===== src/rtl/tile_blitter_if.sv =====
// tile_blitter_if: request/pixel port bundle between a tile requester (master) and tile_blitter (slave).
interface tile_blitter_if #(
  parameter int TILE_W = 4,
  parameter int TILE_H = 4,
  parameter int X_W    = 8,
  parameter int Y_W    = 7,
  parameter int C_W    = 3
);
  logic                     go;
  logic [X_W-1:0]           x_in;
  logic [Y_W-1:0]           y_in;
  logic [C_W-1:0]           fg_colour;
  logic [C_W-1:0]           bg_colour;
  logic                     transparent;
  logic [TILE_W*TILE_H-1:0] mask;
  logic [X_W-1:0]           x;
  logic [Y_W-1:0]           y;
  logic [C_W-1:0]           c;
  logic                     writeEn;
  logic                     busy;
  logic                     done;
  modport master (output go, x_in, y_in, fg_colour, bg_colour, transparent, mask,
                  input x, y, c, writeEn, busy, done);
  modport slave  (input go, x_in, y_in, fg_colour, bg_colour, transparent, mask,
                  output x, y, c, writeEn, busy, done);
endinterface


===== src/rtl/tile_blitter.sv =====
// tile_blitter: latches a masked TILE_WxTILE_H tile on go and streams one registered pixel per cycle.
// Define TILE_BLITTER_CLIP_EN to suppress writes of pixels outside SCREEN_W x SCREEN_H.
module tile_blitter #(
  parameter int TILE_W   = 4,
  parameter int TILE_H   = 4,
  parameter int X_W      = 8,
  parameter int Y_W      = 7,
  parameter int C_W      = 3,
  parameter int SCREEN_W = 160,
  parameter int SCREEN_H = 120
) (
  input logic            CLOCK_50,
  input logic            reset,
  tile_blitter_if.slave  bus
);
  localparam int N  = TILE_W * TILE_H;
  localparam int KW = N > 1 ? $clog2(N) : 1;
  localparam int CW = TILE_W > 1 ? $clog2(TILE_W) : 1;
  localparam int RW = TILE_H > 1 ? $clog2(TILE_H) : 1;

  typedef enum logic [2:0] {S_IDLE, S_LOAD, S_DRAW, S_FLUSH, S_DONE} state_t;
  state_t r_state, w_next;

  logic [KW-1:0]  r_k;
  logic [CW-1:0]  r_col;
  logic [RW-1:0]  r_row;
  logic [X_W-1:0] r_x_org, r_x;
  logic [Y_W-1:0] r_y_org, r_y;
  logic [C_W-1:0] r_fg, r_bg, r_c;
  logic [N-1:0]   r_mask;
  logic           r_tr, r_we;
  logic           w_bit, w_paint, w_vis, w_last;

`ifdef TILE_BLITTER_CLIP_EN
  logic [X_W:0] w_x;
  logic [Y_W:0] w_y;
  assign w_x   = {1'b0, r_x_org} + (X_W+1)'(r_col);
  assign w_y   = {1'b0, r_y_org} + (Y_W+1)'(r_row);
  assign w_vis = w_x < (X_W+1)'(SCREEN_W) && w_y < (Y_W+1)'(SCREEN_H);
`else
  logic [X_W-1:0] w_x;
  logic [Y_W-1:0] w_y;
  assign w_x   = r_x_org + X_W'(r_col);
  assign w_y   = r_y_org + Y_W'(r_row);
  assign w_vis = SCREEN_W > 0 && SCREEN_H > 0;
`endif

  assign w_bit   = r_mask[r_k];
  assign w_paint = w_bit | ~r_tr;
  assign w_last  = r_k == KW'(N - 1);

  assign bus.x       = r_x;
  assign bus.y       = r_y;
  assign bus.c       = r_c;
  assign bus.writeEn = r_we;
  assign bus.busy    = r_state != S_IDLE;
  assign bus.done    = r_state == S_DONE;

  always_ff @(posedge CLOCK_50 or posedge reset)
    if (reset) r_state <= S_IDLE;
    else       r_state <= w_next;

  always_comb begin
    w_next = r_state == S_IDLE  ? (bus.go ? S_LOAD : S_IDLE) :
             r_state == S_LOAD  ? S_DRAW :
             r_state == S_DRAW  ? (w_last ? S_FLUSH : S_DRAW) :
             r_state == S_FLUSH ? S_DONE : S_IDLE;
  end

  always_ff @(posedge CLOCK_50 or posedge reset)
    if (reset) begin
      r_k     <= '0;
      r_col   <= '0;
      r_row   <= '0;
      r_x_org <= '0;
      r_y_org <= '0;
      r_fg    <= '0;
      r_bg    <= '0;
      r_tr    <= 1'b0;
      r_mask  <= '0;
      r_x     <= '0;
      r_y     <= '0;
      r_c     <= '0;
      r_we    <= 1'b0;
    end else begin
      r_we <= 1'b0;
      if (r_state == S_LOAD) begin
        r_x_org <= bus.x_in;
        r_y_org <= bus.y_in;
        r_fg    <= bus.fg_colour;
        r_bg    <= bus.bg_colour;
        r_tr    <= bus.transparent;
        r_mask  <= bus.mask;
        r_k     <= '0;
        r_col   <= '0;
        r_row   <= '0;
      end else if (r_state == S_DRAW) begin
        r_x   <= w_x[X_W-1:0];
        r_y   <= w_y[Y_W-1:0];
        r_we  <= w_vis & w_paint;
        if (w_paint) r_c <= w_bit ? r_fg : r_bg;
        r_k   <= r_k + 1'b1;
        r_col <= r_col == CW'(TILE_W - 1) ? '0 : r_col + 1'b1;
        if (r_col == CW'(TILE_W - 1)) r_row <= r_row + 1'b1;
      end
    end
endmodule


===== src/flat_wrapper.sv =====
// flat-port wrapper written by rule: the top's interface ports become plain ports
module tile_blitter_flat 
#(
  parameter int TILE_W   = 4,
  parameter int TILE_H   = 4,
  parameter int X_W      = 8,
  parameter int Y_W      = 7,
  parameter int C_W      = 3,
  parameter int SCREEN_W = 160,
  parameter int SCREEN_H = 120
)
  (CLOCK_50, reset, bus_go, bus_x_in, bus_y_in, bus_fg_colour, bus_bg_colour, bus_transparent, bus_mask, bus_x, bus_y, bus_c, bus_writeEn, bus_busy, bus_done);
  tile_blitter_if #(.TILE_W(TILE_W), .TILE_H(TILE_H), .X_W(X_W), .Y_W(Y_W), .C_W(C_W)) bus_i ();
  input logic CLOCK_50;
  input logic reset;
  input wire logic [$bits(bus_i.go)-1:0] bus_go;
  input wire logic [$bits(bus_i.x_in)-1:0] bus_x_in;
  input wire logic [$bits(bus_i.y_in)-1:0] bus_y_in;
  input wire logic [$bits(bus_i.fg_colour)-1:0] bus_fg_colour;
  input wire logic [$bits(bus_i.bg_colour)-1:0] bus_bg_colour;
  input wire logic [$bits(bus_i.transparent)-1:0] bus_transparent;
  input wire logic [$bits(bus_i.mask)-1:0] bus_mask;
  output wire logic [$bits(bus_i.x)-1:0] bus_x;
  output wire logic [$bits(bus_i.y)-1:0] bus_y;
  output wire logic [$bits(bus_i.c)-1:0] bus_c;
  output wire logic [$bits(bus_i.writeEn)-1:0] bus_writeEn;
  output wire logic [$bits(bus_i.busy)-1:0] bus_busy;
  output wire logic [$bits(bus_i.done)-1:0] bus_done;
  assign bus_i.go = bus_go;
  assign bus_i.x_in = bus_x_in;
  assign bus_i.y_in = bus_y_in;
  assign bus_i.fg_colour = bus_fg_colour;
  assign bus_i.bg_colour = bus_bg_colour;
  assign bus_i.transparent = bus_transparent;
  assign bus_i.mask = bus_mask;
  assign bus_x = bus_i.x;
  assign bus_y = bus_i.y;
  assign bus_c = bus_i.c;
  assign bus_writeEn = bus_i.writeEn;
  assign bus_busy = bus_i.busy;
  assign bus_done = bus_i.done;
  tile_blitter #(.TILE_W(TILE_W), .TILE_H(TILE_H), .X_W(X_W), .Y_W(Y_W), .C_W(C_W), .SCREEN_W(SCREEN_W), .SCREEN_H(SCREEN_H)) u_core (.CLOCK_50(CLOCK_50), .reset(reset), .bus(bus_i));
endmodule

===== config.mk =====
export PLATFORM = sky130hd
export DESIGN_NAME = tile_blitter_flat
export DESIGN_NICKNAME = d
export VERILOG_FILES = /design/src/rtl/tile_blitter_if.sv /design/src/rtl/tile_blitter.sv /design/src/flat_wrapper.sv
export SDC_FILE = /design/constraint.sdc
export NUM_CORES = 1
export LEC_CHECK = 0
export ABC_CLOCK_PERIOD_IN_PS = 4600
export CAP_MARGIN = 15
export CORE_ASPECT_RATIO = 1.25
export CORE_MARGIN = 3
export CORE_UTILIZATION = 40
export DETAILED_ROUTE_END_ITERATION = 7
export PLACE_DENSITY_LB_ADDON = 0.2
export SLEW_MARGIN = 20
export SYNTH_ARGS = -nofsm -noshare
export SYNTH_HDL_FRONTEND = slang
export SYNTH_SLANG_ARGS = --single-unit

===== constraint.sdc =====
create_clock -name CLOCK_50 -period 4.6 [get_ports CLOCK_50]
set_input_delay 0.92 -clock CLOCK_50 [delete_from_list [all_inputs] [get_ports CLOCK_50]]
set_output_delay 0.92 -clock CLOCK_50 [all_outputs]
set_load 0.01 [all_outputs]

==> impl_metrics.env, run 1 <==
export IMPL_antenna_found_initial=0
export IMPL_cts_made_buffers=9
export IMPL_cp_slowest_cell="clkdlybuf4s50_1"
export IMPL_cts_resized=0
export IMPL_htreeDepth=3
export IMPL_dp_hpwl_mm=3.963
export IMPL_netlist_area_um2=3022
export IMPL_setup_tns_ns=0
export IMPL_vias=2012
export IMPL_synth_cell_types=37
export IMPL_start_util_pct=42.28
export IMPL_dr_pass1_iters=4
export IMPL_area_growth_pct=30.43
export IMPL_wl_per_cell_um=13.93
export IMPL_finalSetupViolCount=0
export IMPL_clock_skew_ns=0.008869
export IMPL_drt_vias_per_instance=5.017
export IMPL_multi_input_area_um2=1234
export IMPL_synth_enable_flop_cells=0
export IMPL_grt_pass1_vias=2153
export IMPL_final_util_pct=55.15
export IMPL_tritoncts="done"
export IMPL_cp_end_kind="output port"
export IMPL_cts_setup_buffers=0
export IMPL_worstSkewPairLatency_ns=0.33
export IMPL_critPathMaxStageDelay_ns=0.49
export IMPL_p_per_area_nw_per_um2=683.5
export IMPL_dp_cells=385
export IMPL_clockBufferDepth=2
export IMPL_cts_root_buf="clkbuf_8"
export IMPL_cts_sinks=68
export IMPL_yosys_most_used_dff="dfrtp_1"
export IMPL_synth_cells=243
export IMPL_yosys_area_top_type="dfrtp_1"
export IMPL_fin_crit_ns=2.618
export IMPL_grt_total_usage_pct=14.11
export IMPL_path_max_fanout=6
export IMPL_grt_pass1_wl_mm=9.735
export IMPL_hold_path_class="reg -> reg"
export IMPL_path_class="reg -> out"
export IMPL_cts_hold_buf=0
export IMPL_gr_total_overflow=0
export IMPL_rrSetupSlack_ns=2.30
export IMPL_nets=355
export IMPL_grt_max_degree=55
export IMPL_pin_count=62
export IMPL_final_cells=401
export IMPL_diodes=0
export IMPL_synthArstFlopShare_pct=100.0
export IMPL_cap_violations=0
export IMPL_yosys_warnings=0
export IMPL_p_total_mw=2.694
export IMPL_cts_clk_slew_worst_paths_ns=0.07
export IMPL_p_leak_nw=1.674
export IMPL_io_buffers=61
export IMPL_wirelength_mm=5.585
export IMPL_synth_area_leaders="dfrtp_1 56%, mux2_1 12%, nand2_1 4.0%"
export IMPL_synth_nets=292
export IMPL_timing_final_ws_setup_ns=1.982
export IMPL_required_ns=3.68
export IMPL_nFillCells=629
export IMPL_die_y_um=103.2
export IMPL_antenna_left=0
export IMPL_fp_row_count=34
export IMPL_start_kind="flip-flop"
export IMPL_rsz0062_at_grt="false"
export IMPL_hold_viol_final=0
export IMPL_die_area_um2=8640
export IMPL_drcViolationCount=0
export IMPL_synth_top_cell_area_share_pct=56.31
export IMPL_synth_seq_cells=68
export IMPL_arrival_ns=1.70
export IMPL_tightest_slew_ns=0.9112
export IMPL_seq_area_um2=1702
export IMPL_max_freq_mhz=382.0
export IMPL_status="completed"
export IMPL_maxSlewHeadroom_pct=39.10
export IMPL_pre_cts_ws_ns=2.280
export IMPL_crit_chain="or3_1, clkdlybuf4s50_1"
export IMPL_gp_congestion=0.7020
export IMPL_peakVddDrop_uv=334.7
export IMPL_core_um2=7147
export IMPL_drive_gt1_share_pct=10.61
export IMPL_drt_iter0_drc=122
export IMPL_finalCritPeriodShare_pct=56.91
export IMPL_ys_seq_area_share_pct=56.31
export IMPL_die_x_um=83.74
export IMPL_drv_slew=0
export IMPL_syn_avg_cell_area_um2=12.43
==> Yosys cell counts, drive strengths merged, types with 3 or more instances <==
cell	n
o21ai	19
a21oi	3
inv	8
dfrtp	68
xor2	7
o22ai	5
xnor2	7
nand2	32
buf	7
mux2	40
nand3	5
nor2	8
a2bb2oi	3
ha	6
clkbuf	4
==> layout make-up <==
type	instances	area share, %
clock inverter	4	1.778
tap	90	2.857
sequential	68	43.17
multi-input combinational	156	31.30
timing repair buffer	63	15.87
clock buffer	12	4.190
inverter	8	0.8254
==> through the flow <==
step                      area, um^2  hold slack, ns
after global routing            3941          0.5025
final                           3941          0.4767
after CTS                       3941          0.4839
after detailed placement        3706          0.4684
after floorplan                 3022          0.4522
after global placement          3704          0.4614
==> state kept, by name (all words and copies together) (netlist names), 2 cells and up <==
name            count
u_core.r_mask      16
u_core.bus.x        8
u_core.r_x_org      8
u_core.bus.y        7
u_core.r_y_org      7
u_core.r_k          4
u_core.bus.c        3
u_core.r_bg         3
u_core.r_fg         3
u_core.r_state      3
u_core.r_col        2
u_core.r_row        2
==> power breakdown <==
group          internal, mW  total, mW  switching [mW]  leakage [nW]
Clock                 0.348      0.562           0.214         0.122
Sequential            0.892       1.10           0.211         0.819
Combinational         0.569       1.03           0.459         0.732
Total                  1.81       2.69           0.885          1.67
==> cell families after synthesis <==
group	after synthesis	synth area share [%]
xor gates and xnor gates	14	4.058
DFF	68	56.31
muxes	42	16.40
buffers and inverters	19	3.064
and+or+nand+nor	57	8.779
adders and majority gates	8	3.810
AOI/OAI and AO/OA	35	7.578
==> critical path, delay by kind of cell, from the launching register on <==
| kind | cells | cell delay [ns] |
|---|---|---|
| buf+inv | 1 | 0.49 |
| simple gates | 1 | 0.42 |
| flops | 1 | 0.45 |
==> layout by cell type (no fill, tap or decap), types with 2 or more instances in the layout <==
cell,Yosys,routed
clkinv_2,0,2
clkdlybuf4s50_1,0,61
bufinv_16,0,2
o21ai_1,2,2
ha_1,6,6
nand2_1,32,32
buf_4,0,2
xor2_1,7,7
nor2b_1,2,2
nand3_1,5,5
xnor2_1,7,7
mux2_2,8,8
a21oi_1,2,2
fa_1,2,2
o22ai_1,4,4
inv_1,8,7
a2bb2oi_1,3,3
nor2_1,8,8
mux4_2,2,2
o21ai_0,17,17
dfrtp_1,68,68
clkbuf_8,0,12
o221ai_1,2,2
mux2_1,32,32
==> final timing paths <==
| kind | start | to | cells past startpoint |
|---|---|---|---|
| worst min register to register | u_core.bus.x[7]$_DFFE_PP0P_ | u_core.bus.x[7]$_DFFE_PP0P_ | 2 |
| worst max register to register | u_core.r_state[1]$_DFF_PP0_ | u_core.r_k[2]$_DFFE_PP0P_ | 5 |
| worst min-delay path | u_core.bus.x[7]$_DFFE_PP0P_ | u_core.bus.x[7]$_DFFE_PP0P_ | 2 |
| worst max-delay path | u_core.r_state[1]$_DFF_PP0_ | bus_busy | 2 |
| min in group asynchronous | reset | u_core.bus.writeEn$_DFF_PP0_ | 2 |
| max in group asynchronous | reset | u_core.r_y_org[4]$_DFFE_PP0N_ | 3 |
==> layer usage <==
layer	global-route usage (%)	part of all wire [%]	up-vias	routed length, um
met3	2.853	4.8	11	270
li1	-	-	968	-
met1	17.33	44	976	2483
met2	24.00	49	57	2710
met5	0	0	-	0
met4	7.054	2.2	0	121
Power figures use the tool's default switching activity.
==> run 2: changes to the inputs <==
- ABC_CLOCK_PERIOD_IN_PS: 4600 -> 2570
- clock period: 4.6 -> 2.57 ns (I/O delays scaled with it)
==> run 2 against run 1 <==
Sequential cell count did not move; clock power rose by 69%; clock skew rose by 0.00052 ns; critical endpoint unchanged; setup slack got worse by 1.6 ns; highest routed layer unchanged; largest cell class unchanged; critical path type unchanged; count of clock-buffer cells in the layout fell by 1.
==> impl_metrics.env, run 2 (synthesis results as in run 1) <==
export IMPL_status="completed"
export IMPL_start_kind="flip-flop"
export IMPL_pin_count=62
export IMPL_r2r_start="u_core.r_k[1]$_DFFE_PP0P_"
export IMPL_cts_resized=0
export IMPL_antenna_left=0
export IMPL_grt_max_degree=35
export IMPL_start_util_pct=42.28
export IMPL_maxSlewHeadroom_pct=56.64
export IMPL_path_class="reg -> out"
export IMPL_peakVddDrop_uv=649.4
export IMPL_critPathMaxStageDelay_ns=0.49
export IMPL_drcViolationCount=0
export IMPL_setup_tns_ns=0
export IMPL_nFillCells=644
export IMPL_r2r_cells=5
export IMPL_final_util_pct=55.37
export IMPL_io_buffers=61
export IMPL_rsz0062_at_grt="false"
export IMPL_p_total_mw=4.788
export IMPL_cts_made_buffers=9
export IMPL_hold_end="u_core.bus.x[3]$_DFFE_PP0P_"
export IMPL_clock_skew_ns=0.009392
export IMPL_nets=360
export IMPL_dp_cells=390
export IMPL_die_y_um=103.2
export IMPL_tritoncts="done"
export IMPL_drt_iter0_drc=72
export IMPL_htreeDepth=3
export IMPL_cts_sinks=68
export IMPL_fp_row_count=34
export IMPL_top_register="u_core.r_mask"
export IMPL_dr_pass1_iters=4
export IMPL_cp_slowest_cell="clkdlybuf4s50_1"
export IMPL_arrival_ns=1.66
export IMPL_die_area_um2=8640
export IMPL_cts_hold_buf=0
export IMPL_top_layer_used="met4"
export IMPL_gp_congestion=0.7678
export IMPL_crit_chain="or3_1, clkdlybuf4s50_1"
export IMPL_finalCritPeriodShare_pct=84.75
export IMPL_grt_pass1_wl_mm=9.473
export IMPL_grt_total_usage_pct=13.72
export IMPL_die_x_um=83.74
export IMPL_max_freq_mhz=459.1
export IMPL_drv_slew=0
export IMPL_rrSetupSlack_ns=0.67
export IMPL_cts_clk_slew_worst_paths_ns=0.07
export IMPL_grt_pass1_vias=2001
export IMPL_core_um2=7147
export IMPL_clockBufferDepth=2
export IMPL_final_common_cell="dfrtp_1"
export IMPL_drt_vias_per_instance=4.852
export IMPL_most_common_layout_cells="68 x dfrtp_1, 61 x clkdlybuf4s50_1, 32 x mux2_1, 32 x nand2_1, 17 x o21ai_0"
export IMPL_r2r_end="u_core.bus.c[1]$_DFFE_PP0P_"
export IMPL_gr_total_overflow=0
export IMPL_hold_viol_final=0
export IMPL_wirelength_mm=5.413
export IMPL_fin_crit_ns=2.178
export IMPL_p_leak_nw=1.689
export IMPL_tightest_slew_ns=0.6497
export IMPL_drive_gt1_share_pct=11.71
export IMPL_met3_length_um=313
export IMPL_hold_path_class="reg -> reg"
export IMPL_hold_slack_ns=0.4761
export IMPL_cp_end_kind="output port"
export IMPL_min_delay_path_depth=2
export IMPL_finalSetupViolCount=0
export IMPL_worstSkewPairLatency_ns=0.33
export IMPL_wl_per_cell_um=13.33
export IMPL_p_per_area_nw_per_um2=1210
export IMPL_cap_violations=0
export IMPL_final_cells=406
export IMPL_largest_reg_flops=16
export IMPL_area_growth_pct=30.97
export IMPL_cts_setup_buffers=0
export IMPL_required_ns=2.06
export IMPL_antenna_found_initial=0
export IMPL_routed_wl_met2_mm=2.612
export IMPL_diodes=0
export IMPL_path_max_fanout=6
export IMPL_hp_start="u_core.bus.x[3]$_DFFE_PP0P_"
export IMPL_cts_root_buf="clkbuf_8"
export IMPL_met1Wirelength_mm=2.416
export IMPL_vias=1970
export IMPL_dp_hpwl_mm=3.949
-- run 2: worst max-delay path, delay by kind of cell (launching register included) --
family | cells | cell delay (ns)
DFF | 1 | 0.44
buffers and inverters | 1 | 0.49
and+or+nand+nor | 1 | 0.41
-- run 2: power breakdown --
| part | internal [mW] | switching (mW) |
|---|---|---|
| clock network | 0.568 | 0.380 |
| logic | 1.05 | 0.812 |
| registers | 1.60 | 0.379 |
-- run 2: through the flow --
step / setup slack (ns) / instance area [um^2]
floorplan: 0.3445 / 3022
global placement: 0.7022 / 3741
detailed placement: 0.6590 / 3741
CTS: 0.3638 / 3958
global route: 0.3122 / 3958
finish: 0.3919 / 3958
-- run 2: worst max-delay path by stage --
stage / start / cells past startpoint / to / slack (ns)
finish: u_core.r_state[1]$_DFF_PP0_ / 2 / bus_busy / 0.39
global route: u_core.r_state[1]$_DFF_PP0_ / 2 / bus_busy / 0.31
CTS: u_core.r_state[1]$_DFF_PP0_ / 2 / bus_busy / 0.36
detailed placement: u_core.r_k[1]$_DFFE_PP0P_ / 5 / u_core.bus.c[2]$_DFFE_PP0P_ / 0.66
global placement: u_core.r_k[1]$_DFFE_PP0P_ / 5 / u_core.bus.c[1]$_DFFE_PP0P_ / 0.70
floorplan: reset / 1 / u_core.bus.c[0]$_DFFE_PP0P_ / 0.34
-- run 2: area by class of cell --
class | instances | area (um^2) | area share [%]
Clock buffer | 11 | 141.4 | 3.573
Tap cell | 90 | 112.6 | 2.845
Timing Repair Buffer | 68 | 663.1 | 16.76
Inverter | 8 | 30.03 | 0.7588
Clock inverter | 5 | 75.07 | 1.897
Sequential cell | 68 | 1702 | 43.00
Multi-Input combinational cell | 156 | 1234 | 31.17
-- run 2: layer usage --
metal	vias up	global-route usage (%)
li1	971	-
met5	-	0
met1	945	17.57
met3	7	4.596
met4	0	5.322
met2	47	21.80
==> run 3: changes to the inputs <==
- ABC_CLOCK_PERIOD_IN_PS: 2570 -> 2000
- clock period: 2.57 -> 2 ns (I/O delays scaled with it)
==> run 3 against run 2 <==
Hold slack improved by 0.0016 ns; sequential cell count unchanged; core utilization decreased by 0.39 points; first-iteration DRC count fell by 29%; sequential power up 28%; final area shrank 0.70%; routed wire length grew 1.9%; clock skew shrank 0.0030 ns; clock power rose by 3.4%; critical path type unchanged.
==> impl_metrics.env, run 3 (synthesis results as in run 1) <==
export IMPL_setup_tns_ns=0
export IMPL_p_leak_nw=1.668
export IMPL_wl_per_cell_um=13.65
export IMPL_worstSkewPairLatency_ns=0.33
export IMPL_start_util_pct=42.28
export IMPL_nets=359
export IMPL_dp_cells=389
export IMPL_cts_sinks=68
export IMPL_fp_row_count=34
export IMPL_hold_path_class="reg -> reg"
export IMPL_gr_total_overflow=0
export IMPL_comb_power_share_pct=40.9
export IMPL_pwr_share_seq_pct=42.6
export IMPL_tightest_slew_ns=0.3636
export IMPL_clock_skew_ns=0.006407
export IMPL_hold_slack_ns=0.4777
export IMPL_largest_reg_flops=16
export IMPL_die_y_um=103.2
export IMPL_final_common_cell="dfrtp_1"
export IMPL_arrival_ns=1.53
export IMPL_startpoint="u_core.r_state[1]$_DFF_PP0_"
export IMPL_finalSetupViolCount=0
export IMPL_drt_vias_per_instance=4.901
export IMPL_cts_root_buf="clkbuf_8"
export IMPL_p_per_area_nw_per_um2=1509
export IMPL_hp_start="u_core.bus.y[6]$_DFFE_PP0P_"
export IMPL_area_growth_pct=30.06
export IMPL_maxSlewHeadroom_pct=75.76
export IMPL_dp_hpwl_mm=3.911
export IMPL_most_common_layout_cells="67 x dfrtp_1, 59 x clkdlybuf4s50_1, 32 x mux2_1, 32 x nand2_1, 17 x o21ai_0"
export IMPL_nFillCells=661
export IMPL_grt_total_usage_pct=13.98
export IMPL_dr_pass1_iters=4
export IMPL_io_buffers=61
export IMPL_grt_pass1_wl_mm=9.439
export IMPL_hold_viol_final=0
export IMPL_clockBufferDepth=2
export IMPL_finalCritPeriodShare_pct=96.44
export IMPL_cts_made_buffers=9
export IMPL_p_sw_share_pct=33.86
export IMPL_htreeDepth=3
export IMPL_required_ns=1.60
export IMPL_vias=1980
export IMPL_diodes=0
export IMPL_fin_crit_ns=1.929
export IMPL_antenna_found_initial=0
export IMPL_min_delay_path_depth=2
export IMPL_die_x_um=83.74
export IMPL_pwr_share_clk_pct=16.5
export IMPL_core_um2=7147
export IMPL_drive_gt1_share_pct=11.15
export IMPL_antenna_left=0
export IMPL_cap_violations=0
export IMPL_p_sw_mw=2.008
export IMPL_start_kind="flip-flop"
export IMPL_r2r_start="u_core.r_k[1]$_DFFE_PP0P_"
export IMPL_final_cells=404
export IMPL_path_class="reg -> out"
export IMPL_drcViolationCount=0
export IMPL_path_max_fanout=6
export IMPL_rsz0062_at_grt="false"
export IMPL_rrSetupSlack_ns=0.26
export IMPL_drt_iter0_drc=51
export IMPL_cp_end_kind="output port"
export IMPL_cts_setup_buffers=0
export IMPL_r2r_end="u_core.bus.c[0]$_DFFE_PP0P_"
export IMPL_max_freq_mhz=518.5
export IMPL_gp_congestion=0.7363
export IMPL_die_area_um2=8640
export IMPL_pin_count=62
export IMPL_r2r_cells=5
export IMPL_grt_pass1_vias=2029
export IMPL_peakVddDrop_uv=652.2
export IMPL_tritoncts="done"
export IMPL_hold_end="u_core.bus.y[6]$_DFFE_PP0P_"
export IMPL_top_register="u_core.r_mask"
export IMPL_wirelength_mm=5.514
export IMPL_grt_max_degree=69
export IMPL_p_int_mw=3.923
export IMPL_cts_clk_slew_worst_paths_ns=0.07
export IMPL_drv_slew=0
export IMPL_status="completed"
run 3: how the worst max path moves through the flow:
stage | endpoint | slack, ns | cells past startpoint
after global routing | bus_busy | 0.003 | 2
final | bus_busy | 0.07 | 2
after global placement | u_core.bus.c[0]$_DFFE_PP0P_ | 0.18 | 5
after CTS | bus_busy | 0.06 | 2
after detailed placement | u_core.bus.c[1]$_DFFE_PP0P_ | 0.15 | 5
after floorplan | u_core.bus.c[0]$_DFFE_PP0P_ | 0.37 | 6
run 3: final cells by class:
| type | count | area [um^2] | share of cell area, % |
|---|---|---|---|
| well taps | 90 | 112.6 | 2.865 |
| multi-input cells | 156 | 1234 | 31.39 |
| repair buffers | 67 | 678.2 | 17.26 |
| flip-flops and latches | 68 | 1703 | 43.33 |
| inverters | 8 | 33.78 | 0.8596 |
| clock buffers | 13 | 158.9 | 4.043 |
| clock inverters | 2 | 10.01 | 0.2547 |
run 3: what timing repair did:
| item | in CTS | in global routing |
|---|---|---|
| endpoints found under the hold margin | 0 | 0 |
| hold buffers | 0 | 0 |
| gates resized for setup | 2 | 1 |
| setup endpoints to repair | 2 | 1 |
run 3: routing by layer:
| layer | vias up | wire length, um | global-route usage, % |
|---|---|---|---|
| met1 | 937 | 2489 | 17.84 |
| li1 | 974 | - | - |
| met2 | 57 | 2597 | 22.05 |
| met5 | - | 0 | 0 |
| met3 | 12 | 300 | 3.487 |
| met4 | 0 | 128 | 7.797 |
run 3: worst max-delay path, cell delays in order, from the launching register on:
cell and delay [ns]:
dfrtp_1 0.45, or3_1 0.45, dlygate4sd2_1 0.31
run 3: power by group through the flow:
stage / sequential [mW] / combinational, mW / clock (mW)
6_report: 2.53 / 2.43 / 0.981
3_5_place_dp: 2.56 / 2.47 / 0
4_1_cts: 2.54 / 2.48 / 1.02
2_1_floorplan: 2.49 / 1.63 / 0
3_3_place_gp: 2.55 / 2.42 / 0
5_1_grt: 2.63 / 2.73 / 1.08
run 3: per-stage QoR:
stage / total power, mW / instance area [um^2] / setup WS, ns / utilization (%)
3_3_place_gp: 4.964 / 3762 / 0.1841 / 52.64
5_1_grt: 6.441 / 3930 / 0.002851 / 54.99
3_5_place_dp: 5.034 / 3762 / 0.1456 / 52.64
6_report: 5.932 / 3930 / 0.07122 / 54.99
2_1_floorplan: 4.120 / 3025 / 0.3655 / -
4_1_cts: 6.030 / 3929 / 0.05875 / 54.97
